[src/rtl/float_encode_seq.sv]
// Unsigned integer to {E,M} float encoder with a one-shift-per-clock normaliser.
// Define FLOAT_ENCODE_ROUND_EN for round-half-up with saturation; default build truncates.
//
// state | meaning
// IDLE  | in_ready high, waiting for in_valid
// SHIFT | right-shifting until the value fits the mantissa
// DONE  | out_valid high, holding out_data until out_ready
module float_encode_seq #(
    parameter int EXP_WIDTH = 3,
    parameter int MAN_WIDTH = 5,
    parameter int IN_WIDTH  = 12
) (
    input  logic                           clk,
    input  logic                           reset,
    input  logic [IN_WIDTH-1:0]            in_data,
    input  logic                           in_valid,
    output logic                           in_ready,
    output logic [EXP_WIDTH+MAN_WIDTH-1:0] out_data,
    output logic                           out_valid,
    input  logic                           out_ready
);

    typedef enum logic [1:0] {
        IDLE  = 2'd0,
        SHIFT = 2'd1,
        DONE  = 2'd2
    } state_t;

    state_t                         state_q,    state_d;
    logic [IN_WIDTH-1:0]            shift_q,    shift_d;
    logic [EXP_WIDTH-1:0]           exp_q,      exp_d;
    logic [EXP_WIDTH+MAN_WIDTH-1:0] out_data_q, out_data_d;
    logic                           out_valid_q, out_valid_d;
    logic                           norm_done;
    logic [EXP_WIDTH+MAN_WIDTH-1:0] enc;

`ifdef FLOAT_ENCODE_ROUND_EN
    logic                 guard_q, guard_d;
    logic [MAN_WIDTH:0]   man_rnd;
    logic [EXP_WIDTH-1:0] exp_inc;
`endif

    assign in_ready  = (state_q == IDLE);
    assign out_data  = out_data_q;
    assign out_valid = out_valid_q;

    // Value fits once nothing remains above the mantissa field.
    assign norm_done = (shift_q[IN_WIDTH-1:MAN_WIDTH] == '0);

`ifdef FLOAT_ENCODE_ROUND_EN
    // Mantissa overflow renormalises to 100..0 and bumps E; at max E it saturates.
    always_comb begin
        man_rnd = {1'b0, shift_q[MAN_WIDTH-1:0]} + (MAN_WIDTH+1)'(guard_q);
        exp_inc = exp_q + EXP_WIDTH'(1);
        enc     = {exp_q, man_rnd[MAN_WIDTH-1:0]};
        if (man_rnd[MAN_WIDTH]) begin
            if (exp_q == '1) begin
                enc = '1;
            end else begin
                enc = {exp_inc, 1'b1, {(MAN_WIDTH-1){1'b0}}};
            end
        end
    end
`else
    assign enc = {exp_q, shift_q[MAN_WIDTH-1:0]};
`endif

    always_comb begin
        state_d     = state_q;
        shift_d     = shift_q;
        exp_d       = exp_q;
        out_data_d  = out_data_q;
        out_valid_d = out_valid_q;
`ifdef FLOAT_ENCODE_ROUND_EN
        guard_d     = guard_q;
`endif
        case (state_q)
            IDLE: begin
                if (in_valid) begin
                    shift_d = in_data;
                    exp_d   = '0;
`ifdef FLOAT_ENCODE_ROUND_EN
                    guard_d = 1'b0;
`endif
                    state_d = SHIFT;
                end
            end
            SHIFT: begin
                if (!norm_done) begin
                    shift_d = shift_q >> 1;
                    exp_d   = exp_q + EXP_WIDTH'(1);
`ifdef FLOAT_ENCODE_ROUND_EN
                    guard_d = shift_q[0];
`endif
                end else begin
                    out_data_d  = enc;
                    out_valid_d = 1'b1;
                    state_d     = DONE;
                end
            end
            DONE: begin
                if (out_ready) begin
                    out_valid_d = 1'b0;
                    state_d     = IDLE;
                end
            end
            default: begin
                out_valid_d = 1'b0;
                state_d     = IDLE;
            end
        endcase
    end

    always_ff @(posedge clk) begin
        if (reset) begin
            state_q     <= IDLE;
            shift_q     <= '0;
            exp_q       <= '0;
            out_data_q  <= '0;
            out_valid_q <= 1'b0;
`ifdef FLOAT_ENCODE_ROUND_EN
            guard_q     <= 1'b0;
`endif
        end else begin
            state_q     <= state_d;
            shift_q     <= shift_d;
            exp_q       <= exp_d;
            out_data_q  <= out_data_d;
            out_valid_q <= out_valid_d;
`ifdef FLOAT_ENCODE_ROUND_EN
            guard_q     <= guard_d;
`endif
        end
    end

endmodule

[config.mk]
export PLATFORM = sky130hd
export DESIGN_NAME = float_encode_seq
export DESIGN_NICKNAME = d
export VERILOG_FILES = /design/src/rtl/float_encode_seq.sv
export SDC_FILE = /design/constraint.sdc
export NUM_CORES = 1
export LEC_CHECK = 0
export ABC_AREA = 1
export CORE_ASPECT_RATIO = 1.25
export CORE_MARGIN = 2
export CORE_UTILIZATION = 53
export DETAILED_ROUTE_END_ITERATION = 7
export PLACE_DENSITY = 0.83
export SLEW_MARGIN = 20
export SYNTH_ARGS = -nofsm -noshare
export SYNTH_HDL_FRONTEND = slang
export SYNTH_SLANG_ARGS = --single-unit
[constraint.sdc]
create_clock -name clk -period 3.66 [get_ports clk]
set_clock_uncertainty 0.05 [all_clocks]
set_input_delay 0.366 -clock clk [delete_from_list [all_inputs] [get_ports clk]]
set_output_delay 0.366 -clock clk [all_outputs]
set_load 0.05 [all_outputs]
==> impl_metrics.yaml <==
clock_network:
  cts-buffers-inserted: 3
  clockRootBuffer: "clkbuf_4"
  cts_tree: "built"
  cts.sinks: 26
  cts_setup_buffers: 0
  cts_resized: 0
  cts_buffer_depth: 2
  h-tree-depth: 1
  clk_pin_slew_ns: 0.14
  clock_latency_ns: 0.31
  cts_hold_buf: 0
sta:
  setup_tns_ns: 0
  setup_ws_ns: 1.54
  grt_setup_unrepaired: "no"
  finalSetupViolCount: 0
  hold_violations: 0
  worst_pin_slew_ns: 0.902
  fin_crit_ns: 2.12
  maxSlewViolCount: 0
  clock.fmax_mhz: 472
  fin_crit_sh_pct: 57.9
  slew_headroom_pct: 39.7
global_routing:
  grt-ovfl-total: 0
  antenna_found_initial: 0
  grt_pass1_wl_um: 4280
  grt_pass1_vias: 1011
  grt_usage_pct: 21.2
  grt_max_degree: 26
worst_setup_path:
  crit_family: "buffers and inverters"
  critPathKind: "flip-flop to output port"
  cp_data_arrival_time_ns: 1.70
  cpPeakStageDelay_ns: 0.82
  crit-reg2reg-launch: "state_q[1]"
  cp_num_cells: 2
  slowest_stage: "clkdlybuf4s50_1"
  required_ns: 3.24
  r2r_end: "shift_q[5]"
  crit_chain: "nor2_2, clkdlybuf4s50_1"
  timing.critical_path.buf_inv: 1
  crit_path_start_kind: "flip-flop"
  cp-end-kind: "output port"
  reg2regPathDepth: 7
  critPathMaxFanout: 5
  r2r_slack_ns: 1.96
place:
  dpl.hpwl_um: 1830
  place.gp.congestion: 0.814
  preCtsSetupSlack_ns: 1.76
  port_buffers: 25
synth:
  synth_seq_cells: 26
  ys_seq_area_share_pct: 43.4
  yosysWarnings: 0
  synth_top_area_share_pct: 43.4
  synth_edf_count: 0
  ys_types: 22
  synth.most_common_cell: "nand2_1"
  ys_top_cells_by_count: "nand2_1, dfxtp_1, a21oi_1"
  synth_area_leaders: "dfxtp_1, nand2_1, a21oi_1"
  synth_top_area_cell: "dfxtp_1"
  syn_area_um2: 1200
  ys.flop_type: "dfxtp_1"
  syn_area_per_cell_um2: 7.14
  ys_async_sr_fraction_pct: 0
  synth_nets: 185
  netlist_instances: 168
layout:
  antenna_cells: 0
  final_util_pct: 68.1
  finalNetCount: 207
  area_delta_synth_final_pct: 22.8
  drive_above_1_share_pct: 6.35
drt:
  num_vias: 1167
  via_per_inst: 5.30
  dr.pass1.iters: 4
  wl_per_cell_um: 11.4
  ant_nets: 0
  drtIter0Drc: 18
  wl_um: 2510
  drc: 0
power:
  p_per_area_nw_per_um2: 446
  leakage_nw: 0.571
  peakVddDrop_uv: 281
floorplan:
  rows: 19
  pin_count: 26
  die-area_um2: 2660
  start_util_pct: 55.5
  chipWidth_um: 46.6
  coreArea_um2: 2160
  die_h_um: 57.2
worst_hold_path:
  whs_path_depth: 2
  min_path_type: "flip-flop to flip-flop"
  hold_start: "out_valid"
  hold_path_end: "out_valid"
run_status:
  outcome: "finished clean"
flow_run:
  drv_cap: 0
## registers in the layout, summed over array words and instances (netlist names)
register   count
shift_q       12
state_q        2
out_data       8
out_valid      1
exp_q          3
## worst min-delay path, cell delays in order (launching register included)
cell and delay (ns):
dfxtp_1 0.34, inv_1 0.04, a21oi_1 0.05
## area by class of cell
cell class                      instances  area [um^2]
Tap cell                               31         38.8
Sequential cell                        26          520
Timing Repair Buffer                   25          250
Clock buffer                            4         36.3
Inverter                               11         46.3
Multi-Input combinational cell        123          582
Fill cell                             185          689
## how the worst max path moves through the flow
stage                  to  slack (ns)       start
3_5_place_dp    out_valid        1.76       reset
4_1_cts          in_ready        1.53  state_q[0]
3_3_place_gp   state_q[1]        1.82       reset
2_1_floorplan  shift_q[0]        2.10  state_q[0]
6_report         in_ready        1.54  state_q[0]
5_1_grt          in_ready        1.44  state_q[0]
## layer usage
layer | up-vias | share of wire (%) | global-route usage (%)
met3 | 4 | 4.8 | 2.85
met4 | 0 | 1.8 | 6.53
met5 | - | 0 | 0
li1 | 595 | - | -
met1 | 536 | 41 | 25.3
met2 | 32 | 53 | 37.7
## cell usage in the layout (no fill, tap or decap), types with 3 or more instances in the layout
master / netlist / final
nand2_1: 50 / 50
nand3_1: 24 / 24
dfxtp_1: 26 / 26
a21oi_1: 25 / 25
o21ai_0: 6 / 6
nor2_1: 6 / 6
clkbuf_4: 0 / 3
nand2_2: 3 / 3
clkdlybuf4s50_1: 0 / 25
inv_1: 8 / 8
## cell families (layout without fill, tap and decap cells)
family          Yosys count  count (layout)  share of synthesized area (%)
simple gates             89              89                           32.4
compound gates           32              32                           14.3
flops                    26              26                           43.4
buf+inv                  19              40                           8.13
fa+ha+maj                 1               1                           1.04
xor+xnor                  1               1                          0.730
## per-stage QoR
stage	area, um^2	total power [mW]	hold slack (ns)	cells
floorplan	1200	0.476	0.407	168
global placement	1440	0.515	0.387	216
detailed placement	1440	0.521	0.393	216
CTS	1470	0.661	0.413	220
global route	1470	0.698	0.431	220
finish	1470	0.657	0.410	220
## report_power, final
| group | internal, mW | switching, mW |
|---|---|---|
| logic | 0.0632 | 0.124 |
| registers | 0.306 | 0.0197 |
| clock network | 0.0607 | 0.0829 |
| total | 0.430 | 0.227 |
Note: power is estimated with default switching activity, not from simulation.
